## config.mk

```make
export PLATFORM = sky130hd
export DESIGN_NAME = rpc_phy_tx
export DESIGN_NICKNAME = d
export VERILOG_FILES = /design/src/rtl/rpc_phy_tx.sv
export SDC_FILE = /design/constraint.sdc
export NUM_CORES = 1
export LEC_CHECK = 0
export CAP_MARGIN = 20
export CORE_ASPECT_RATIO = 0.6
export CORE_MARGIN = 1.5
export CORE_UTILIZATION = 45
export CTS_CLUSTER_SIZE = 40
export DETAILED_ROUTE_END_ITERATION = 10
export PLACE_DENSITY = 0.82
export SETUP_SLACK_MARGIN = 0.2
export SLEW_MARGIN = 20
export SYNTH_ARGS = -nofsm -noshare
export SYNTH_HDL_FRONTEND = slang
export SYNTH_SLANG_ARGS = --single-unit
export TNS_END_PERCENT = 30
```

## constraint.sdc

```tcl
create_clock -name clk_i -period 4.5 [get_ports clk_i]
set_clock_uncertainty 0.2 [all_clocks]
set_input_delay 0.675 -clock clk_i [delete_from_list [all_inputs] [get_ports clk_i]]
set_output_delay 0.675 -clock clk_i [all_outputs]
set_load 0.005 [all_outputs]
```

## src/rtl/rpc_phy_tx.sv

```systemverilog
// rpc_phy_tx: RPC DRAM transmit sequencer; command word plus write burst to registered pad signals.
// Optional macro RPC_PHY_TX_PULLDOWN_EN drives pad pull-downs on undriven lines, else tied low.
module rpc_phy_tx #(
  parameter int PRE_CYCLES = 2,
  parameter int LEN_W      = 6
) (
  input  logic             clk_i,
  input  logic             rst_ni,
  input  logic             cmd_valid_i,
  output logic             cmd_ready_o,
  input  logic [31:0]      cmd_i,
  input  logic             cmd_wr_i,
  input  logic [LEN_W-1:0] cmd_len_i,
  input  logic             wdata_valid_i,
  output logic             wdata_ready_o,
  input  logic [15:0]      wdata_i,
  output logic             busy_o,
  output logic             out_clk_o,
  output logic             out_clkn_o,
  output logic             out_stb_o,
  output logic             out_csn_o,
  output logic [15:0]      out_db_o,
  output logic             out_dqs_o,
  output logic             out_dqsn_o,
  output logic             oe_db_o,
  output logic             oe_dqs_o,
  output logic             ie_db_o,
  output logic             ie_dqs_o,
  output logic             pd_en_db_o,
  output logic             pd_en_dqs_o
);

  // state     | meaning
  // IDLE      | pads parked, accepting commands
  // CSN_SETUP | csn asserted ahead of the command
  // CMD0/CMD1 | upper / lower command half on DB with STB high
  // PRE       | DQS write preamble, PRE_CYCLES long
  // WDATA     | one beat per handshake, clk/dqs toggle per beat
  // POST      | final clk edge after the last beat
  // CSN_HOLD  | csn released, pads parked
  typedef enum logic [2:0] {
    IDLE, CSN_SETUP, CMD0, CMD1, PRE, WDATA, POST, CSN_HOLD
  } state_e;

  localparam int PRE_W = (PRE_CYCLES > 1) ? $clog2(PRE_CYCLES) : 1;

  state_e           state_q, state_d;
  logic [31:0]      cmd_q, cmd_d;
  logic             wr_q, wr_d;
  logic [LEN_W-1:0] len_q, len_d, beat_q, beat_d;
  logic [PRE_W-1:0] pre_q, pre_d;
  logic             csn_q, csn_d, stb_q, stb_d, clk_q, clk_d, dqs_q, dqs_d;
  logic             oe_db_q, oe_db_d, oe_dqs_q, oe_dqs_d;
  logic [15:0]      db_q, db_d;
  logic             clkn_q, dqsn_q, ie_db_q, ie_dqs_q;

  always_comb begin
    state_d  = state_q;
    cmd_d    = cmd_q;
    wr_d     = wr_q;
    len_d    = len_q;
    beat_d   = beat_q;
    pre_d    = pre_q;
    csn_d    = csn_q;
    stb_d    = stb_q;
    clk_d    = clk_q;
    dqs_d    = dqs_q;
    db_d     = db_q;
    oe_db_d  = oe_db_q;
    oe_dqs_d = oe_dqs_q;
    case (state_q)
      IDLE: begin
        csn_d    = 1'b1;
        stb_d    = 1'b0;
        clk_d    = 1'b0;
        dqs_d    = 1'b0;
        db_d     = '0;
        oe_db_d  = 1'b0;
        oe_dqs_d = 1'b0;
        if (cmd_valid_i) begin
          cmd_d   = cmd_i;
          wr_d    = cmd_wr_i;
          len_d   = cmd_len_i;
          beat_d  = '0;
          state_d = CSN_SETUP;
        end
      end
      CSN_SETUP: begin
        csn_d   = 1'b0;
        clk_d   = 1'b0;
        state_d = CMD0;
      end
      CMD0: begin
        db_d    = cmd_q[31:16];
        stb_d   = 1'b1;
        oe_db_d = 1'b1;
        clk_d   = 1'b1;
        state_d = CMD1;
      end
      CMD1: begin
        db_d    = cmd_q[15:0];
        stb_d   = 1'b1;
        clk_d   = 1'b0;
        pre_d   = PRE_W'(PRE_CYCLES - 1);
        state_d = wr_q ? PRE : CSN_HOLD;
      end
      PRE: begin
        stb_d    = 1'b0;
        oe_dqs_d = 1'b1;
        dqs_d    = 1'b0;
        db_d     = '0;
        clk_d    = ~clk_q;
        if (pre_q == '0) state_d = WDATA;
        else             pre_d   = pre_q - 1'b1;
      end
      WDATA: begin
        // Without a beat the pads freeze, so the DRAM sees a stretched clock.
        if (wdata_valid_i) begin
          db_d   = wdata_i;
          dqs_d  = ~dqs_q;
          clk_d  = ~clk_q;
          beat_d = beat_q + 1'b1;
          if (beat_q == len_q) state_d = POST;
        end
      end
      POST: begin
        clk_d   = ~clk_q;
        state_d = CSN_HOLD;
      end
      CSN_HOLD: begin
        csn_d    = 1'b1;
        stb_d    = 1'b0;
        clk_d    = 1'b0;
        dqs_d    = 1'b0;
        db_d     = '0;
        oe_db_d  = 1'b0;
        oe_dqs_d = 1'b0;
        state_d  = IDLE;
      end
      default: state_d = IDLE;
    endcase
  end

  always_ff @(posedge clk_i or negedge rst_ni) begin
    if (!rst_ni) begin
      state_q  <= IDLE;
      cmd_q    <= '0;
      wr_q     <= 1'b0;
      len_q    <= '0;
      beat_q   <= '0;
      pre_q    <= '0;
      csn_q    <= 1'b1;
      stb_q    <= 1'b0;
      clk_q    <= 1'b0;
      clkn_q   <= 1'b1;
      dqs_q    <= 1'b0;
      dqsn_q   <= 1'b1;
      db_q     <= '0;
      oe_db_q  <= 1'b0;
      oe_dqs_q <= 1'b0;
      ie_db_q  <= 1'b1;
      ie_dqs_q <= 1'b1;
    end else begin
      state_q  <= state_d;
      cmd_q    <= cmd_d;
      wr_q     <= wr_d;
      len_q    <= len_d;
      beat_q   <= beat_d;
      pre_q    <= pre_d;
      csn_q    <= csn_d;
      stb_q    <= stb_d;
      clk_q    <= clk_d;
      clkn_q   <= ~clk_d;
      dqs_q    <= dqs_d;
      dqsn_q   <= ~dqs_d;
      db_q     <= db_d;
      oe_db_q  <= oe_db_d;
      oe_dqs_q <= oe_dqs_d;
      ie_db_q  <= ~oe_db_d;
      ie_dqs_q <= ~oe_dqs_d;
    end
  end

`ifdef RPC_PHY_TX_PULLDOWN_EN
  logic pd_db_q, pd_dqs_q;

  always_ff @(posedge clk_i or negedge rst_ni) begin
    if (!rst_ni) begin
      pd_db_q  <= 1'b1;
      pd_dqs_q <= 1'b1;
    end else begin
      pd_db_q  <= ~oe_db_d;
      pd_dqs_q <= ~oe_dqs_d;
    end
  end

  assign pd_en_db_o  = pd_db_q;
  assign pd_en_dqs_o = pd_dqs_q;
`else
  assign pd_en_db_o  = 1'b0;
  assign pd_en_dqs_o = 1'b0;
`endif

  assign cmd_ready_o   = (state_q == IDLE);
  assign wdata_ready_o = (state_q == WDATA);
  assign busy_o        = (state_q != IDLE);
  assign out_clk_o     = clk_q;
  assign out_clkn_o    = clkn_q;
  assign out_stb_o     = stb_q;
  assign out_csn_o     = csn_q;
  assign out_db_o      = db_q;
  assign out_dqs_o     = dqs_q;
  assign out_dqsn_o    = dqsn_q;
  assign oe_db_o       = oe_db_q;
  assign oe_dqs_o      = oe_dqs_q;
  assign ie_db_o       = ie_db_q;
  assign ie_dqs_o      = ie_dqs_q;

endmodule

```

==> run_results.csv <==
group,metric,value,unit
outcome,outcome,"finished clean",
global_route,grt_pass1_wl,13230,um
timing,drv_slew,0,
worst_setup_path,crit_family,"simple AND/OR/NAND/NOR gates",
timing,hold_viol_final,0,
route,wirelength,8051,um
placement,place_congestion,0.7785,
global_route,overflow,0,
power_and_ir_drop,p_clk_share,20.8,%
worst_setup_path,worstPathArrival,2.31,ns
timing,timing.final.crit_share,70.88,%
cts,clock_latency,0.33,ns
synth,synth_cell_type_count,36,
route,wl_per_cell,17.02,um
layout,layout_common_cells,"86 x clkdlybuf4s50_1, 70 x dfrtp_1, 48 x mux2_2",
timing,tns,0,ns
timing,worst_slew_pin_slew,0.9241,ns
synth,synth_edf_count,0,
layout,nNetsFinal,424,
cts,post_cts_resized,0,
route,dr_total_vias,2562,
layout,diodes,0,
cts,numCtsBuffers,9,
global_route,grt_pass1_vias,2597,
worst_setup_path,path_max_fanout,19,
cts,clockBufferDepth,2,
synth,synth_seq_cells,75,
worst_setup_path,crit_chain,"nand2b_1 -> nor2_1 -> clkdlybuf4s50_1",
cts,path_clk_slew,0.06,ns
die,die_x,118.2,um
placement,dp_hpwl,5520,um
timing,finalSetupViolCount,0,
placement,io_buffers,87,
worst_setup_path,cp.buffers_inverters,1,
synth,synth_warnings,0,
timing,relSlewSlack,38.39,%
worst_setup_path,critPathSlowestCell,"dfrtp_1",
timing,min_period,3.190,ns
die,num_rows,24,
route,drcViolationCount,0,
synth,postSynthCellCount,285,
run,maxCapViolCount,0,
die,coreArea,7477,um^2
worst_setup_path,slowest_delay,0.69,ns
synth,syn_avg_cell_area,12.58,um^2
route,dr.pass1.iters,4,
die,start_util,47.94,%
cts,postCtsSetupBuffers,0,
cts,cts_tree,"built",
worst_setup_path,endpoint_kind,"output pin",
worst_setup_path,cp.required,3.62,ns
min_path,hp-class,"in2async",
die,dieArea,8528,um^2
power_and_ir_drop,totalPowerFinal,3.295,mW
synth,synth_top_cell_by_area,"dfrtp_1",
power_and_ir_drop,p_switching,1.102,mW
power_and_ir_drop,power_density,696.4,nW/um^2
power_and_ir_drop,ir_worst_vdd,304.6,uV
die,boundaryPins,90,
timing,fmax,0.3135,GHz
die,fp.dieH,72.14,um
timing,rsz0062_at_grt,"no",
layout,layout_commonest_cell,"clkdlybuf4s50_1",
timing,finalWorstSetupSlack,1.310,ns
layout,fill_cells,569,
synth,ys_seq_area_share,52.53,%
power_and_ir_drop,pwr-share-comb,40.1,%
synth,async_flop_share,100.0,%
placement,pre_cts_ws,1.666,ns
power_and_ir_drop,p_sw_share,33.44,%
global_route,gr-usage-all-layers,19.86,%
cts,clockRootBuffer,"clkbuf_16",
route,postRouteAntennaNets,0,
worst_setup_path,worst_setup_path_start_kind,"flop",
layout,syn2layout_area_growth,32.01,%
power_and_ir_drop,p_int,2.193,mW
cts,cts_sinks,75,
power_and_ir_drop,p_leak,2.017,nW
global_route,grt_max_degree,76,
synth,yosys_most_used_dff,"dfrtp_1",
power_and_ir_drop,pwr-share-seq,39.0,%
route,drt_iter0_drc,134,
route,viasPerCell,5.416,
layout,drive_above_1_share,20.60,%
synth,synth_area_leaders,"dfrtp_1 49%, mux2_2 15%, mux2i_1 4.7%",
cts,ctsHoldBuffers,0,
cts,htreeDepth,3,
worst_setup_path,crit_type,"reg2out",
synth,synth_top_area_share,48.87,%
synth,syn_area,3585,um^2
global_route,antenna_found_initial,0,
[power by group through the flow]
stage	clock [mW]	combinational, mW	sequential, mW
2_1_floorplan	0	1.00	1.16
3_3_place_gp	0	1.26	1.28
3_5_place_dp	0	1.31	1.29
4_1_cts	0.694	1.33	1.28
5_1_grt	0.729	1.44	1.33
6_report	0.686	1.32	1.29
[layout make-up]
| type | instances | area (um^2) | area share (%) |
|---|---|---|---|
| well taps | 104 | 130.1 | 2.750 |
| repair buffers | 91 | 898.4 | 18.98 |
| inverters | 9 | 33.78 | 0.7139 |
| flip-flops and latches | 75 | 1883 | 39.79 |
| clock inverters | 6 | 57.56 | 1.216 |
| multi-input cells | 178 | 1500 | 31.70 |
| clock buffers | 10 | 229.0 | 4.839 |
[layer usage]
metal / up-vias / track usage [%] / wire [um]
met3: 6 / 5.660 / 417
met5: - / 0 / 0
met2: 74 / 30.81 / 3612
met1: 1297 / 28.19 / 3990
met4: 0 / 4.065 / 31
li1: 1185 / - / -
[path summary, 6_finish.rpt]
check	startpoint	end	slack [ns]	cells after the start
hold reg to reg	cmd_q[14]	cmd_q[14]	0.30	1
min in group clk_i	cmd_q[14]	cmd_q[14]	0.30	1
hold / removal	rst_ni	out_dqs_o	0.28	1
max in group asynchronous	rst_ni	cmd_q[23]	3.20	1
setup reg to reg	state_q[2]	out_db_o[15]	1.66	4
setup / recovery	state_q[0]	wdata_ready_o	1.31	3
[kinds of logic after synthesis]
family,after synthesis,share of synthesized area (%)
compound gates,53,10.02
xor+xnor,11,2.688
fa+ha+maj,1,0.3490
buf+inv,33,5.724
flops,75,52.53
mux,74,22.65
other cells,1,0.1046
simple gates,37,5.934
[registers in the layout, summed over array words and instances, names as in the netlist, 3 cells and up]
signal	count
out_db_o	16
cmd_q	32
state_q	3
len_q	6
beat_q	6
[synth_stat cells (3+ instances only)]
| library cell | instances |
|---|---|
| a221o_1 | 3 |
| a32oi_1 | 16 |
| buf_2 | 8 |
| buf_4 | 3 |
| buf_6 | 8 |
| clkbuf_1 | 5 |
| dfrtp_1 | 70 |
| dfstp_2 | 5 |
| inv_1 | 9 |
| mux2_1 | 9 |
| mux2_2 | 48 |
| mux2i_1 | 17 |
| nand2_1 | 12 |
| nand2b_1 | 3 |
| nand4_1 | 3 |
| nor2_1 | 7 |
| o21ai_0 | 25 |
| xnor2_1 | 5 |
| xor2_1 | 6 |
[per-stage QoR]
| step | area [um^2] | util, % | std cells | hold WS, ns |
|---|---|---|---|---|
| 4_1_cts | 4732 | 63.29 | 473 | 0.2992 |
| 3_5_place_dp | 4446 | 59.45 | 457 | 0.2868 |
| 6_report | 4732 | 63.29 | 473 | 0.2811 |
| 5_1_grt | 4732 | 63.29 | 473 | 0.3174 |
| 3_3_place_gp | 4446 | 59.45 | 457 | 0.2743 |
| 2_1_floorplan | 3588 | - | 286 | 0.1794 |
No activity file was read; power rests on OpenSTA's default activity.
